===== config.mk =====
export PLATFORM = sky130hd
export DESIGN_NAME = booth_r4_seq_mult_flat
export DESIGN_NICKNAME = d
export VERILOG_FILES = /design/src/rtl/booth_r4_seq_mult_if.sv /design/src/rtl/booth_r4_seq_mult.sv /design/src/flat_wrapper.sv
export SDC_FILE = /design/constraint.sdc
export NUM_CORES = 1
export LEC_CHECK = 0
export CORE_ASPECT_RATIO = 0.75
export CORE_MARGIN = 3
export CORE_UTILIZATION = 45
export DETAILED_ROUTE_END_ITERATION = 8
export PLACE_DENSITY = 0.75
export SLEW_MARGIN = 10
export SYNTH_ARGS = -nofsm -noshare
export SYNTH_HDL_FRONTEND = slang
export SYNTH_SLANG_ARGS = --single-unit

===== constraint.sdc =====
create_clock -name clk -period 4.9 [get_ports clk]
set_clock_uncertainty 0.05 [all_clocks]
set_input_delay 0.98 -clock clk [delete_from_list [all_inputs] [get_ports clk]]
set_output_delay 0.98 -clock clk [all_outputs]
set_load 0.05 [all_outputs]

===== src/rtl/booth_r4_seq_mult_if.sv =====
// Operand/result bundle for the radix-4 Booth sequential multiplier.
// Handshake: start is honoured only while busy=0 and done=0 (IDLE). The operands are captured on that edge.
// done pulses for one cycle with product valid; product then holds until the next result is written.
interface booth_r4_seq_mult_if #(
    parameter int WIDTH = 8
);
    logic                 start;
    logic [WIDTH-1:0]     a;
    logic [WIDTH-1:0]     b;
    logic                 approx_en;
    logic                 busy;
    logic                 done;
    logic [2*WIDTH-1:0]   product;
    logic [1:0]           state_dbg;

    modport master (
        output start, a, b, approx_en,
        input  busy, done, product, state_dbg
    );

    modport slave (
        input  start, a, b, approx_en,
        output busy, done, product, state_dbg
    );
endinterface


===== src/rtl/booth_r4_seq_mult.sv =====
// Iterative radix-4 Booth signed multiplier, one digit per clock, with optional low-column truncation.
// Define BOOTH_EARLY_TERM_EN to finish as soon as the remaining multiplier digits are all zero.
module booth_r4_seq_mult #(
    parameter int WIDTH    = 8,
    parameter int APPROX_K = 4
) (
    input  logic               clk,
    input  logic               rst,
    booth_r4_seq_mult_if.slave bus
);
    localparam int PW   = 2 * WIDTH;
    localparam int NDIG = WIDTH / 2;
    localparam int IW   = $clog2(NDIG);
    localparam logic [IW-1:0] LAST_IDX = IW'(NDIG - 1);

    typedef enum logic [1:0] {
        S_IDLE = 2'd0,
        S_RUN  = 2'd1,
        S_DONE = 2'd2
    } state_t;

    state_t          state_q, state_d;
    logic [WIDTH-1:0] a_q, a_d;
    logic [WIDTH-1:0] b_q, b_d;
    logic            approx_q, approx_d;
    logic [IW-1:0]   idx_q, idx_d;
    logic [PW-1:0]   acc_q, acc_d;
    logic [PW-1:0]   product_q, product_d;

    logic [WIDTH:0]  b_ext;
    logic [2:0]      trip;
    logic            neg, two, zero;
    logic [PW-1:0]   a_ext, mag, pp_signed, pp_shift, pp_add, acc_sum;
    logic [PW-1:0]   keep_mask;
    logic            last_digit;

    for (genvar j = 0; j < PW; j++) begin : g_mask
        assign keep_mask[j] = (j >= APPROX_K);
    end

    // Digit i looks at (b[2i+1], b[2i], b[2i-1]); the appended zero supplies b[-1].
    always_comb begin
        b_ext     = {b_q, 1'b0};
        trip      = b_ext[{idx_q, 1'b0} +: 3];
        neg       = trip[2] & (~trip[1] | ~trip[0]);
        two       = (trip[2] & ~trip[1] & ~trip[0]) | (~trip[2] & trip[1] & trip[0]);
        zero      = (trip == 3'b000) || (trip == 3'b111);
        a_ext     = {{WIDTH{a_q[WIDTH-1]}}, a_q};
        mag       = two ? (a_ext << 1) : a_ext;
        pp_signed = zero ? '0 : (neg ? (~mag + PW'(1)) : mag);
        pp_shift  = pp_signed << {idx_q, 1'b0};
        pp_add    = approx_q ? (pp_shift & keep_mask) : pp_shift;
        acc_sum   = acc_q + pp_add;
    end

`ifdef BOOTH_EARLY_TERM_EN
    logic upper_zero, upper_one;

    // Once every multiplier bit above 2i is a copy of the sign, all later digits encode zero.
    always_comb begin
        upper_zero = 1'b1;
        upper_one  = 1'b1;
        for (int j = 0; j < WIDTH; j++) begin
            if (j > 2 * int'(idx_q)) begin
                upper_zero = upper_zero & ~b_q[j];
                upper_one  = upper_one & b_q[j];
            end
        end
        last_digit = (idx_q == LAST_IDX) || upper_zero || upper_one;
    end
`else
    assign last_digit = (idx_q == LAST_IDX);
`endif

    always_comb begin
        state_d   = state_q;
        a_d       = a_q;
        b_d       = b_q;
        approx_d  = approx_q;
        idx_d     = idx_q;
        acc_d     = acc_q;
        product_d = product_q;
        unique case (state_q)
            S_IDLE: begin
                if (bus.start) begin
                    a_d      = bus.a;
                    b_d      = bus.b;
                    approx_d = bus.approx_en;
                    acc_d    = '0;
                    idx_d    = '0;
                    state_d  = S_RUN;
                end
            end
            S_RUN: begin
                acc_d = acc_sum;
                idx_d = idx_q + 1'b1;
                if (last_digit) begin
                    product_d = acc_sum;
                    state_d   = S_DONE;
                end
            end
            S_DONE: begin
                state_d = S_IDLE;
            end
            default: begin
                state_d = S_IDLE;
            end
        endcase
    end

    always_ff @(posedge clk) begin
        if (rst) begin
            state_q   <= S_IDLE;
            a_q       <= '0;
            b_q       <= '0;
            approx_q  <= 1'b0;
            idx_q     <= '0;
            acc_q     <= '0;
            product_q <= '0;
        end else begin
            state_q   <= state_d;
            a_q       <= a_d;
            b_q       <= b_d;
            approx_q  <= approx_d;
            idx_q     <= idx_d;
            acc_q     <= acc_d;
            product_q <= product_d;
        end
    end

    assign bus.busy      = (state_q == S_RUN);
    assign bus.done      = (state_q == S_DONE);
    assign bus.product   = product_q;
    assign bus.state_dbg = state_q;
endmodule

===== src/flat_wrapper.sv =====
// flat-port wrapper written by rule: the top's interface ports become plain ports
module booth_r4_seq_mult_flat 
#(
    parameter int WIDTH    = 8,
    parameter int APPROX_K = 4
)
  (clk, rst, bus_start, bus_a, bus_b, bus_approx_en, bus_busy, bus_done, bus_product, bus_state_dbg);
  booth_r4_seq_mult_if #(.WIDTH(WIDTH)) bus_i ();
  input  logic clk;
  input  logic rst;
  input wire logic [$bits(bus_i.start)-1:0] bus_start;
  input wire logic [$bits(bus_i.a)-1:0] bus_a;
  input wire logic [$bits(bus_i.b)-1:0] bus_b;
  input wire logic [$bits(bus_i.approx_en)-1:0] bus_approx_en;
  output wire logic [$bits(bus_i.busy)-1:0] bus_busy;
  output wire logic [$bits(bus_i.done)-1:0] bus_done;
  output wire logic [$bits(bus_i.product)-1:0] bus_product;
  output wire logic [$bits(bus_i.state_dbg)-1:0] bus_state_dbg;
  assign bus_i.start = bus_start;
  assign bus_i.a = bus_a;
  assign bus_i.b = bus_b;
  assign bus_i.approx_en = bus_approx_en;
  assign bus_busy = bus_i.busy;
  assign bus_done = bus_i.done;
  assign bus_product = bus_i.product;
  assign bus_state_dbg = bus_i.state_dbg;
  booth_r4_seq_mult #(.WIDTH(WIDTH), .APPROX_K(APPROX_K)) u_core (.clk(clk), .rst(rst), .bus(bus_i));
endmodule

==> qor.csv, run 1 <==
stage,metric,value,unit
outcome,status,"complete, no violations",
sta,tightest_slew,1.00,ns
critical_path,critPathCaptureType,register,
synthesis,synth_cells,440,
place,gp_congestion,0.937,
place,dp_hpwl,6530,um
cts,path_clk_slew,0.10,ns
cts,insertion_delay,0.31,ns
critical_path,slowest_stage,mux4_2,
finish,nets,513,
place,place_area,0.00399,mm^2
power_and_ir_drop,ir_worst_vdd,0.000137,V
synthesis,synth_common_cells,"nand2_1 (83), dfxtp_1 (53), a21oi_1 (41), nor2_1 (32), clkbuf_1 (22)",
synthesis,muxShareOfSynthArea,6.54,%
cts,numCtsBuffers,5,
power_and_ir_drop,powerDensity,241,mW/mm^2
synthesis,ys.warnings.count,0,
routing,wire_per_inst,15.3,um
critical_path,crit_arrival,4.91,ns
synthesis,netlist_area,0.00352,mm^2
synthesis,yosysTopAreaCellShare,30.2,%
finish,syn_to_final_growth,20.1,%
place,placedCellCount,563,
critical_path,worstPathRequired,5.11,ns
cts,cts_root_buf,clkbuf_8,
routing,viasPerCell,5.81,
floorplanning,rows,27,
synthesis,syn-num-nets,480,
run,max_cap_viol_count,0,
place,port_buffers,39,
synthesis,yosys.area_share.simple,22.4,%
finish,antenna_cells,0,
cts,cts_max_level,2,
cts,cts_sinks,53,
routing,drtAntennaViolNets,0,
finish,design_area,0.00422,mm^2
routing,drc,0,
critical_path,path_max_fanout,8,
power_and_ir_drop,power.total,1.02,mW
sta,maxSlewViolCount,0,
floorplanning,die_h,82.6,um
routing,routed_wl,8800,um
synthesis,synth.area.top_cells,"dfxtp_1 (30%), nand2_1 (8.9%), ha_1 (6.8%)",
sta,final-hold-violation-count,0,
synthesis,synth_top_family_by_area,compound AO/OA/AOI/OAI gates,
finish,fillers,678,
synthesis,yosysUniqueCellTypes,69,
critical_path,cpPeakStageDelay,0.50,ns
floorplanning,core,0.00747,mm^2
floorplanning,initial_core_util,47.1,%
cts,cts_tree,done,
sta,whs,0.407,ns
synthesis,async_flop_share,0,%
finish,regArea,0.00107,mm^2
critical_path,start_kind,register,
critical_path,crit_family,simple AND/OR/NAND/NOR gates,
worst_hold_path,hold_path_class,register to register,
global_routing,grt.overflow.total,0,
synthesis,synth.most_common_cell,nand2_1,
floorplanning,fp.dieArea,0.00893,mm^2
finish,instances_no_fill,575,
routing,dr_wl_met2,3800,um
synthesis,synth_edf_count,0,
routing,wl_met1,4460,um
floorplanning,die_w,108,um
routing,firstDrtPassIters,5,
global_routing,grt_max_degree,27,
critical_path,crit_top_cell,nand2_1,
synthesis,synth_xor_area_share,3.49,%
sta,fin_crit_sh,95.9,%
synthesis,yosys.area_share.adder,7.61,%
synthesis,synth_seq_cells,53,
global_routing,grt.total_usage,20.2,%
finish,layout-drive-gt1-share,12.0,%
synthesis,ys.flop_type,dfxtp_1,
synthesis,netlist.top_cell.by_area,dfxtp_1,
global_routing,grt_pass1_wl,14700,um
synthesis,synth-compound-area-share,25.1,%
synthesis,ys_seq_area_share,30.2,%
finish,final_util,56.6,%
synthesis,avgSynthCellArea,8.00,um^2
critical_path,path_cells,mux2_4 -> a21o_4 -> and2_4 -> nand2_8 -> nand2_1 -> mux2i_1 -> ha_2 -> inv_1 -> nand2_1 -> xor2_1 -> o32ai_1 -> a21o_1 -> mux4_2 -> ha_4 -> and3_1 -> and2_1 -> nand2_1 -> o211ai_1 -> a31oi_2 -> xnor2_1 -> or4_1 -> nand3_1,
power_and_ir_drop,leakage,1.62,nW
sta,setup_viol,0,
critical_path,crit_buf_inv,1,
routing,dr_total_vias,3341,
routing,route.met3.wl,507,um
floorplanning,ioPinCount,40,
global_routing,first_global_vias,2997,
routing,top_layer,met4,
sta,fmax,213,MHz
routing,drt_iter0_drc,176,
cts,cts_buffer_depth,2,
sta,period_needed,4.70,ns
finish,multiInputGateArea,0.00236,mm^2
global_routing,antenna_found_initial,0,
critical_path,path_class,register to register,
sta,slew-limit-headroom,33.1,%
==> path summary, 6_finish.rpt <==
| check | from | slack (ns) | endpoint | cells past startpoint |
|---|---|---|---|---|
| max | u_core.idx_q[1] | 0.20 | u_core.acc_q[15] | 22 |
| min reg2reg | u_core.bus.product[4] | 0.41 | u_core.bus.product[4] | 2 |
| max reg2reg | u_core.idx_q[1] | 0.20 | u_core.acc_q[15] | 22 |
| min | u_core.bus.product[4] | 0.41 | u_core.bus.product[4] | 2 |
==> registers in the layout, indices dropped and copies added, names as in the netlist <==
signal / cells
u_core.approx_q: 1
u_core.bus.product: 16
u_core.acc_q: 16
u_core.bus.state_dbg: 2
u_core.a_q: 8
u_core.b_q: 8
u_core.idx_q: 2
==> repair_timing <==
| action | in CTS | in global routing |
|---|---|---|
| setup buffers | 0 | 4 |
| setup endpoints to repair | 1 | 16 |
| gates resized for setup | 1 | 15 |
| pin swaps | 0 | 3 |
| endpoints found under the hold margin | 0 | 0 |
| hold buffers | 0 | 0 |
==> power by group <==
part	switching, mW	total, mW	internal (mW)
sequential	0.0187	0.463	0.444
clock	0.158	0.328	0.170
combinational	0.131	0.226	0.0959
==> layout by cell type, fill, tap and decap left out, types with 4 or more instances in the layout <==
cell,instances
nand2_1,83
dfxtp_1,51
a21oi_1,41
clkdlybuf4s50_1,39
nor2_1,32
ha_1,17
o21ai_0,16
buf_4,14
xnor2_1,12
nand3_1,9
a22o_1,9
inv_1,8
mux2i_1,8
o21a_1,7
nand2b_1,6
a21o_1,6
clkbuf_8,6
nor3_1,5
a31oi_1,5
nor4_1,5
and2_1,5
a22oi_1,5
mux4_2,4
a211oi_1,4
==> area by class of cell <==
cell class | instances | area share [%]
repair buffers | 54 | 12.0
flip-flops and latches | 53 | 25.3
inverters | 10 | 0.889
well taps | 101 | 2.99
multi-input cells | 349 | 55.9
clock buffers | 6 | 1.95
clock inverters | 2 | 0.977
==> metrics by stage <==
stage | TNS [ns] | worst slack [ns]
finish | 0 | 0.200
global route | -0.0451 | -0.0338
CTS | 0 | 0.00223
detailed placement | -0.000864 | -0.000864
global placement | 0 | 0.178
floorplan | 0 | 0.143
==> cell families (layout without fill, tap and decap cells) <==
group	after synthesis	in the layout
compound gates	130	130
buf+inv	38	72
fa+ha+maj	21	21
xor+xnor	14	14
mux	16	16
flops	53	53
simple gates	168	168
==> routing by layer <==
layer  track usage (%)  vias to the layer above
met4              3.91                        0
li1                  -                     1650
met1              30.9                     1573
met5                 0                        -
met3              2.80                        8
met2              30.1                      110
==> tightest hold or removal path, cell delays in order (launching register included) <==
cell	delay, ns
dfxtp_1	0.32
nand2_1	0.05
a21oi_1	0.05
Power figures use the tool's default switching activity.
==> inputs of run 2 (changes only) <==
HOLD_SLACK_MARGIN = 0.08   (was unset)
==> results of run 2 <==
No change in the layout: final DEF, timing and power equal those of run 1.
